**config.mk**
```make
export PLATFORM = sky130hd
export DESIGN_NAME = alu_seg_disp_flat
export DESIGN_NICKNAME = d
export VERILOG_FILES = /design/src/rtl/alu_disp_if.sv /design/src/rtl/alu_seg_disp.sv /design/src/flat_wrapper.sv
export SDC_FILE = /design/constraint.sdc
export NUM_CORES = 1
export LEC_CHECK = 0
export BUFFER_PORTS_ARGS = -buffer_cell sky130_fd_sc_hd__buf_2
export CAP_MARGIN = 15
export CORE_AREA = 10 10 80 82
export DETAILED_ROUTE_END_ITERATION = 8
export DIE_AREA = 0 0 90 92
export PLACE_DENSITY = 0.76
export SYNTH_ARGS = -nofsm -noshare
export SYNTH_HDL_FRONTEND = slang
export SYNTH_SLANG_ARGS = --single-unit
```
**constraint.sdc**
```tcl
create_clock -name clk -period 3.5 [get_ports clk]
set_input_delay 0 -clock clk [delete_from_list [all_inputs] [get_ports clk]]
set_output_delay 0 -clock clk [all_outputs]
set_load 0.01 [all_outputs]
```
**src/rtl/alu_disp_if.sv**
```systemverilog
// alu_disp_if: capture bus and digit outputs of alu_seg_disp.
// ALU_DISP_SCAN_EN adds the multiplexed seg_bus/an pair.
interface alu_disp_if;
  logic       load;
  logic       clr;
  logic [2:0] ctrl;
  logic [3:0] res;
  logic       car;
  logic       of;
  logic [7:0] seg_res;
  logic [7:0] seg_sign;
  logic [7:0] seg_flag;
  logic       busy_blink;
`ifdef ALU_DISP_SCAN_EN
  logic [7:0] seg_bus;
  logic [2:0] an;

  modport master (
    output load, clr, ctrl, res, car, of,
    input  seg_res, seg_sign, seg_flag,
    input  busy_blink, seg_bus, an
  );

  modport slave (
    input  load, clr, ctrl, res, car, of,
    output seg_res, seg_sign, seg_flag,
    output busy_blink, seg_bus, an
  );
`else
  modport master (
    output load, clr, ctrl, res, car, of,
    input  seg_res, seg_sign, seg_flag,
    input  busy_blink
  );

  modport slave (
    input  load, clr, ctrl, res, car, of,
    output seg_res, seg_sign, seg_flag,
    output busy_blink
  );
`endif
endinterface

```
**src/rtl/alu_seg_disp.sv**
```systemverilog
// alu_seg_disp: captures ALU result/flags, drives 7-seg digits.
// ALU_DISP_SCAN_EN adds a scanned seg_bus/an output.
module alu_seg_disp #(
  parameter logic [23:0] BLINK_DIV = 24'd5000000
`ifdef ALU_DISP_SCAN_EN
  ,
  parameter logic [15:0] SCAN_DIV  = 16'd1000
`endif
) (
  input  logic        clk,
  input  logic        rst_n,
  alu_disp_if.slave   bus
);

  localparam logic [7:0] BLANK = 8'hFF;
  localparam logic [7:0] MINUS = 8'hBF;

  typedef enum logic [1:0] {
    EMPTY,
    SHOW,
    BLINK_ON,
    BLINK_OFF
  } state_t;

  state_t      state, state_n;
  logic [23:0] cnt, cnt_n;
  logic [2:0]  c_ctrl;
  logic [3:0]  c_res;
  logic        c_car;
  logic        c_of;
  logic [3:0]  mag;
  logic [7:0]  digit;
  logic [7:0]  sign;
  logic [7:0]  flag;
  logic        vis;
  logic        lit;

  function automatic logic [7:0] hex7(input logic [3:0] d);
    logic [7:0] s;
    unique case (d)
      4'h0: s = 8'hC0;
      4'h1: s = 8'hF9;
      4'h2: s = 8'hA4;
      4'h3: s = 8'hB0;
      4'h4: s = 8'h99;
      4'h5: s = 8'h92;
      4'h6: s = 8'h82;
      4'h7: s = 8'hF8;
      4'h8: s = 8'h80;
      4'h9: s = 8'h90;
      4'hA: s = 8'h88;
      4'hB: s = 8'h83;
      4'hC: s = 8'hC6;
      4'hD: s = 8'hA1;
      4'hE: s = 8'h86;
      4'hF: s = 8'h8E;
    endcase
    return s;
  endfunction

  // state and blink counter register
  always_ff @(posedge clk or negedge rst_n) begin
    if (!rst_n) begin
      state <= EMPTY;
      cnt   <= '0;
    end else begin
      state <= state_n;
      cnt   <= cnt_n;
    end
  end

  // capture ALU result on load; clr takes priority
  always_ff @(posedge clk or negedge rst_n) begin
    if (!rst_n) begin
      c_ctrl <= '0;
      c_res  <= '0;
      c_car  <= 1'b0;
      c_of   <= 1'b0;
    end else if (bus.load && !bus.clr) begin
      c_ctrl <= bus.ctrl;
      c_res  <= bus.res;
      c_car  <= bus.car;
      c_of   <= bus.of;
    end
  end

  // next state: clr, then load, then blink toggling
  always_comb begin
    state_n = state;
    cnt_n   = cnt;
    if (bus.clr) begin
      state_n = EMPTY;
      cnt_n   = '0;
    end else if (bus.load) begin
      state_n = bus.of ? BLINK_ON : SHOW;
      cnt_n   = '0;
    end else begin
      unique case (state)
        BLINK_ON, BLINK_OFF: begin
          if (cnt == BLINK_DIV - 24'd1) begin
            cnt_n   = '0;
            state_n = (state == BLINK_ON) ? BLINK_OFF : BLINK_ON;
          end else begin
            cnt_n = cnt + 24'd1;
          end
        end
        default: ;
      endcase
    end
  end

  // format captured result by op class
  always_comb begin
    sign  = BLANK;
    mag   = c_res[3] ? (~c_res + 4'd1) : c_res;
    unique case (c_ctrl)
      3'b000, 3'b001: begin
        digit = hex7(mag);
        sign  = c_res[3] ? MINUS : BLANK;
      end
      3'b110, 3'b111: digit = hex7({3'b000, c_res[0]});
      default:        digit = hex7(c_res);
    endcase
  end

  // flag digit from captured carry/overflow
  always_comb begin
    unique case (1'b1)
      (c_car & c_of):  flag = 8'h23;
      (c_car & ~c_of): flag = 8'hC6;
      (~c_car & c_of): flag = 8'hA3;
      default:         flag = BLANK;
    endcase
  end

  assign vis = (state == SHOW) || (state == BLINK_ON);
  assign lit = (state != EMPTY);

  assign bus.seg_res    = vis ? digit : BLANK;
  assign bus.seg_sign   = vis ? sign : BLANK;
  assign bus.seg_flag   = lit ? flag : BLANK;
  assign bus.busy_blink = (state == BLINK_ON) || (state == BLINK_OFF);

`ifdef ALU_DISP_SCAN_EN
  logic [15:0] scnt;
  logic [1:0]  slot;

  // digit scan: advance slot every SCAN_DIV cycles
  always_ff @(posedge clk or negedge rst_n) begin
    if (!rst_n) begin
      scnt <= '0;
      slot <= 2'd0;
    end else if (scnt == SCAN_DIV - 16'd1) begin
      scnt <= '0;
      slot <= (slot == 2'd2) ? 2'd0 : slot + 2'd1;
    end else begin
      scnt <= scnt + 16'd1;
    end
  end

  // route selected digit onto the shared bus
  always_comb begin
    unique case (slot)
      2'd1: begin
        bus.an      = 3'b101;
        bus.seg_bus = bus.seg_sign;
      end
      2'd2: begin
        bus.an      = 3'b011;
        bus.seg_bus = bus.seg_flag;
      end
      default: begin
        bus.an      = 3'b110;
        bus.seg_bus = bus.seg_res;
      end
    endcase
  end
`endif

endmodule

```
**src/flat_wrapper.sv**
```systemverilog
// flat-port wrapper written by rule: the top's interface ports become plain ports
module alu_seg_disp_flat 
#(
  parameter logic [23:0] BLINK_DIV = 24'd5000000

)
  (clk, rst_n, bus_load, bus_clr, bus_ctrl, bus_res, bus_car, bus_of, bus_seg_res, bus_seg_sign, bus_seg_flag, bus_busy_blink);
  alu_disp_if bus_i ();
  input  logic clk;
  input  logic rst_n;
  input wire logic [$bits(bus_i.load)-1:0] bus_load;
  input wire logic [$bits(bus_i.clr)-1:0] bus_clr;
  input wire logic [$bits(bus_i.ctrl)-1:0] bus_ctrl;
  input wire logic [$bits(bus_i.res)-1:0] bus_res;
  input wire logic [$bits(bus_i.car)-1:0] bus_car;
  input wire logic [$bits(bus_i.of)-1:0] bus_of;
  output wire logic [$bits(bus_i.seg_res)-1:0] bus_seg_res;
  output wire logic [$bits(bus_i.seg_sign)-1:0] bus_seg_sign;
  output wire logic [$bits(bus_i.seg_flag)-1:0] bus_seg_flag;
  output wire logic [$bits(bus_i.busy_blink)-1:0] bus_busy_blink;
  assign bus_i.load = bus_load;
  assign bus_i.clr = bus_clr;
  assign bus_i.ctrl = bus_ctrl;
  assign bus_i.res = bus_res;
  assign bus_i.car = bus_car;
  assign bus_i.of = bus_of;
  assign bus_seg_res = bus_i.seg_res;
  assign bus_seg_sign = bus_i.seg_sign;
  assign bus_seg_flag = bus_i.seg_flag;
  assign bus_busy_blink = bus_i.busy_blink;
  alu_seg_disp #(.BLINK_DIV(BLINK_DIV)) u_core (.clk(clk), .rst_n(rst_n), .bus(bus_i));
endmodule
```
After elaboration in Yosys (flattened, before gate mapping)
Memory sizes are Yosys's and may differ from the RTL's.
Index checks and enable logic that the tools add are counted.
Widths: inputs -> output; s select.

storage, ports and cells
  input bits = 13
  logic and storage cells = 55
  bits in registers = 35
  output and inout port bits = 25
  memories = 2
  ROM bits = 224

memories
  memory            depth  width  rd ports  clocked after memory_dff  wr ports  RTL line            text
  (name not given)  16     7      1         0                         0         alu_seg_disp.sv:40  unique case (d)
  (name not given)  16     7      1         0                         0         alu_seg_disp.sv:40

operators by class
  add/subtract/negate cells = 2
  eq/ne operators = 7
  multiplexer cells = 19
  reduce and logical (&&, ||, !) cells = 12
  bitwise logic cells = 7

operators by type and width
  operator               number
  $mux 24                4
  $mux 8                 4
  $pmux 8 s2             2
  $add 24x1->24 const B  1
  $eq 24x23->1 const B   1
  $pmux 8 s3             1
  $mux 2                 5
  $mux 7                 1
  $eq 3x3->1 const B     2
  $reduce_bool 3->1      2
  $reduce_or 2->1        3
  $add 4x1->4 const B    1
  $eq 2x2->1 const B     2
  $mux 4                 1
  $not 4->4              1
  $and 1x1->1            3
  $eq 3x1->1 const B     1
  $logic_not 3->1        1
  $not 1->1              3
  $eq 2x1->1 const B     1
  $logic_or 1x1->1       2
  $reduce_and 2->1       1
  $reduce_bool 2->1      1
  $logic_and 1x1->1      1
  2 further kinds        2

Depth between registers and ports, before layout
  word-level depth = 6
  mapped depth = 10

Worst setup path after synthesis
OpenSTA, ideal clock, no wires.

  kind = flip-flop to output port
  start = register u_core.c_res[0]
  end = output port bus_seg_res[3]
  stages on the path, launching flop included = 11
  path slack = 1.383 ns
  arrival = 2.117 ns
  cell sequence = dfrtp_1 buf_6 inv_1 ha_1 mux2i_1 inv_1 ha_1 nand2_2 o211ai_2 a311o_1 nand3_1

between the ends
  cells in the longest elaborated chain, start to end = 6
  elaborated cells on any way between the ends = 9
  classes of those cells = add/sub (1); mux (4); bitwise (2); memory (2)

ends and longest elaborated chain
  item                    RTL line             text
  start, declared         alu_seg_disp.sv:28   logic [3:0] c_res;
  start signal, assigned  alu_seg_disp.sv:81   c_res <= bus.res;
  $not 4->4               alu_seg_disp.sv:115  mag = c_res[3] ? (~c_res + 4'd1) : c_res;
  $add 4x1->4             alu_seg_disp.sv:115
  $mux 4                  alu_seg_disp.sv:115
  $mem_v2 16x7            --
  $pmux 8 s2 *            alu_seg_disp.sv:116  unique case (c_ctrl)
  $mux 8 *                alu_seg_disp.sv:139  assign bus.seg_res = vis ? digit : BLANK;
  end, declared           flat_wrapper.sv:17   output wire logic [$bits(bus_i.seg_res)-1:0] bus_seg_res;

Every way passes the cells marked *; elsewhere a longest branch is shown, timed or not. The select of a mux whose other input is x is not followed.

Worst setup path in the final report
Same ends and word-level chain as after synthesis.

==> impl_metrics.sql <==
INSERT INTO impl_metrics (metric_group, metric, value, unit) VALUES
('synthesis', 'ys.flop_type', 'dfrtp_1', ''),
('routing', 'route.final.wire_length', '5850', 'µm'),
('hold_path', 'hold_class', 'in2reg', ''),
('placed_design', 'gp_congestion', '0.916', ''),
('timing', 'setup-violations-final', '0', ''),
('final_layout', 'layout.nets', '344', ''),
('routing', 'drc_errors', '0', ''),
('cts', 'tritoncts', 'yes', ''),
('cts', 'htree_levels', '2', ''),
('global_routing', 'grt_overflow', '0', ''),
('synthesis', 'synth_edf_count', '0', ''),
('cts', 'clk_latency', '0.30', 'ns'),
('cts', 'cts_buffers', '5', ''),
('worst_setup_path', 'worst_setup_path_type', 'reg2out', ''),
('worst_setup_path', 'critical_path.endpoint_type', 'output pin', ''),
('synthesis', 'synth_register_bits', '34', ''),
('synthesis', 'synth.distinct_cells', '65', ''),
('global_routing', 'first_global_vias', '2086', ''),
('worst_setup_path', 'critical_path.startpoint_type', 'flip-flop', ''),
('worst_setup_path', 'cp.required', '3.50', 'ns'),
('placed_design', 'dpl-instance-area', '2700', 'µm²'),
('power', 'total_power', '1.07', 'mW'),
('floorplanning', 'fp.dieW', '90', 'µm'),
('routing', 'avgViaCountPerCell', '5.67', ''),
('power', 'cellLeakagePower', '1.16', 'nW'),
('flow_run', 'cap_viol_max_count', '0', ''),
('final_layout', 'antenna-diode-count', '0', ''),
('placed_design', 'port_buffers', '27', ''),
('global_routing', 'maximum_number_of_pins_on_one_net_before_global_route_repair', '35', ''),
('worst_setup_path', 'timing.critical_path.slowest_cell_delay', '0.56', 'ns'),
('timing', 'hold_ws', '0.116', 'ns'),
('timing', 'tightest_slew', '0.842', 'ns'),
('timing', 'setup-tns-final', '0', 'ns'),
('global_routing', 'track_usage', '14.4', '%'),
('final_layout', 'fill_cells', '443', ''),
('final_layout', 'post_layout_nonfiller_instances', '390', ''),
('placed_design', 'dp_hpwl', '4220', 'µm'),
('floorplanning', 'die_area', '8280', 'µm²'),
('timing', 'timing.slew.headroom', '43.7', '%'),
('floorplanning', 'core', '4910', 'µm²'),
('routing', 'route.detailed.wl_per_inst', '15.0', 'µm'),
('timing', 'timing.clock.skew', '0.00825', 'ns'),
('timing', 'period_needed', '2.85', 'ns'),
('worst_setup_path', 'critPathTopFamily', 'adder cells', ''),
('power', 'power.ir.vdd_worst', '0.182', 'mV'),
('routing', 'detailedRoute.firstPassIterationCount', '4', ''),
('synthesis', 'asyncSetResetFlopFracSynth', '100', '%'),
('timing', 'hold_violations', '0', ''),
('cts', 'clkSlewWorstSetupHoldPaths', '0.06', 'ns'),
('synthesis', 'postSynthAreaPerCell', '8.99', 'µm²'),
('floorplanning', 'start_util', '53.3', '%'),
('timing', 'rsz_0062_raised_after_global_routing', 'no', ''),
('global_routing', 'grt_antenna_before_repair', '0', ''),
('routing', 'drt_iter0_drc', '195', ''),
('final_layout', 'flow.area_growth_from_synthesis', '10.9', '%'),
('cts', 'cts.repair.resized', '0', ''),
('global_routing', 'grt_first_pass_wirelength', '10100', 'µm'),
('routing', 'routed-via-count', '2211', ''),
('worst_setup_path', 'worstPathCellList', 'inv_1, ha_1, mux2i_1, inv_1, ha_1, nand2_2, o211ai_2, a311o_1, nand3_1, buf_2', ''),
('floorplanning', 'num_rows', '26', ''),
('worst_setup_path', 'critical_path.max_fanout', '11', ''),
('synthesis', 'ys_seq_area_share', '32.5', '%'),
('cts', 'cts-root-buf', 'clkbuf_8', ''),
('floorplanning', 'num_io_pins', '38', ''),
('worst_setup_path', 'critical_path.slowest_cell', 'dfrtp_1', ''),
('final_layout', 'final_area', '2900', 'µm²'),
('timing', 'slew_viol_final', '0', ''),
('cts', 'tritoncts_num_sinks', '34', ''),
('floorplanning', 'dieHeight', '92', 'µm'),
('synthesis', 'synth-warning-count', '0', ''),
('worst_setup_path', 'worst-r2r-setup-slack', '0.99', 'ns'),
('worst_setup_path', 'cp_data_arrival_time', '2.85', 'ns'),
('synthesis', 'synth.cell_area', '2620', 'µm²'),
('placed_design', 'number_of_placed_instances_with_taps_included', '371', ''),
('cts', 'cts_max_path_buffers', '2', ''),
('synthesis', 'netlist_instances', '291', ''),
('run_status', 'outcome', 'finished clean', ''),
('final_layout', 'post_route_cells_drive_above_1_share', '20.0', '%'),
('power', 'power.density_cell_area', '369', 'nW/µm²'),
('timing', 'final_min_period_over_clock_period', '81.4', '%'),
('timing', 'f_max', '0.351', 'GHz'),
('routing', 'ant_nets', '0', ''),
('worst_setup_path', 'cp_num_buf_inv', '3', '');
-- synthesized netlist by cell type (all sizes together), types with 3 or more instances --
| library cell | instances | share of area [%] |
|---|---|---|
| a31oi | 5 | 1.2 |
| mux2i | 4 | 2.0 |
| a21oi | 13 | 2.5 |
| mux2 | 6 | 2.6 |
| buf | 18 | 5.5 |
| o21ai | 8 | 1.5 |
| nor4 | 7 | 3.3 |
| a21o | 3 | 0.86 |
| nand3 | 25 | 5.0 |
| or4 | 3 | 1.0 |
| nor2b | 6 | 1.4 |
| nor2 | 25 | 3.6 |
| or3 | 3 | 0.72 |
| o2111ai | 4 | 1.3 |
| ha | 12 | 5.7 |
| o211ai | 4 | 1.3 |
| nor3 | 6 | 1.1 |
| and2 | 3 | 0.77 |
| nand4 | 4 | 0.96 |
| xnor2 | 8 | 2.7 |
| nand2 | 27 | 4.0 |
| dfrtp | 34 | 33 |
| nor4b | 5 | 2.6 |
| xor2 | 9 | 3.0 |
| inv | 11 | 1.6 |
| clkbuf | 7 | 1.1 |
-- layout by cell type (no fill, tap or decap), types with 4 or more instances in the layout --
cell type,instances
o21ai_0,6
nand4_1,4
inv_1,9
nor2b_1,6
mux2_2,6
nor3_1,6
conb_1,9
nand2_1,26
clkbuf_8,6
a21oi_1,13
nor2_1,25
dfrtp_1,34
nor4b_2,4
xor2_1,9
o2111ai_1,4
ha_1,12
a31oi_1,5
buf_2,27
xnor2_1,8
nand3_1,24
dlygate4sd3_1,11
-- worst register-to-register path: cells and delay by family (launching register included) --
kind	cells	cell delay, ns
buf+inv	1	0.60
compound gates	2	0.39
simple gates	2	0.80
fa+ha+maj	1	0.23
flops	1	0.43
-- what timing repair did --
action                                 4_1_cts  5_1_grt
endpoints found under the hold margin       44        0
hold buffers                                11        0
buffers inserted                             0        0
-- stage by stage --
stage,utilization (%),setup WS [ns]
after CTS,59.1,0.673
after global placement,54.9,1.02
after floorplan,-,1.38
after global routing,59.1,0.432
after detailed placement,54.9,1.01
final,59.1,0.652
-- logic make-up (layout without fill, tap and decap cells) --
family                     count (synthesis)  in the layout  share of synthesized area, %
muxes                                     11             11                          5.55
and+or+nand+nor                          128            128                          28.9
xor gates and xnor gates                  17             17                          5.69
other                                      1              9                         0.143
AOI/OAI and AO/OA                         51             51                          13.0
adders and majority gates                 12             12                          5.74
buffers and inverters                     37             58                          8.46
DFF                                       34             34                          32.5
-- metal layers --
layer / GRT usage [%] / wire length (µm)
met3: 4.73 / 376
met5: 0 / 0
met1: 19.4 / 2890
met2: 21.1 / 2530
met4: 4.51 / 59
-- area by class of cell --
cell class | count | area, µm² | share of cell area [%]
multi-input combinational | 228 | 1570 | 54.2
sequential | 34 | 851 | 29.3
timing repair buffer | 39 | 253 | 8.71
tap | 70 | 87.6 | 3.02
clock buffer | 6 | 82.6 | 2.85
inverter | 11 | 41.3 | 1.42
clock inverter | 2 | 12.5 | 0.431
-- report_power, final --
group / internal (mW) / total [mW] / switching [mW]
Clock: 0.158 / 0.306 / 0.148
Combinational: 0.139 / 0.313 / 0.174
Sequential: 0.407 / 0.451 / 0.0439
Total: 0.704 / 1.07 / 0.366
-- flip-flops by register name (all words and copies together), names as in the netlist --
signal,count
u_core.c_car,1
u_core.c_ctrl,2
u_core.c_of,1
u_core.c_res,4
u_core.cnt,24
u_core.state,2
-- final timing paths --
check	startpoint	end	cells after the start
max	u_core.c_res[0]$_DFFE_PN0P_	bus_seg_res[3]	10
min	bus_load	u_core.state[1]$_DFFE_PN0P_	3
max reg2reg	u_core.cnt[0]$_DFFE_PN0P_	u_core.state[0]$_DFFE_PN0P_	6
min reg2reg	u_core.cnt[4]$_DFFE_PN0P_	u_core.cnt[4]$_DFFE_PN0P_	2
max in group asynchronous	rst_n	u_core.c_res[2]$_DFFE_PN0P_	2
min in group asynchronous	rst_n	u_core.cnt[18]$_DFFE_PN0P_	2
(Power assumes the default switching activity.)
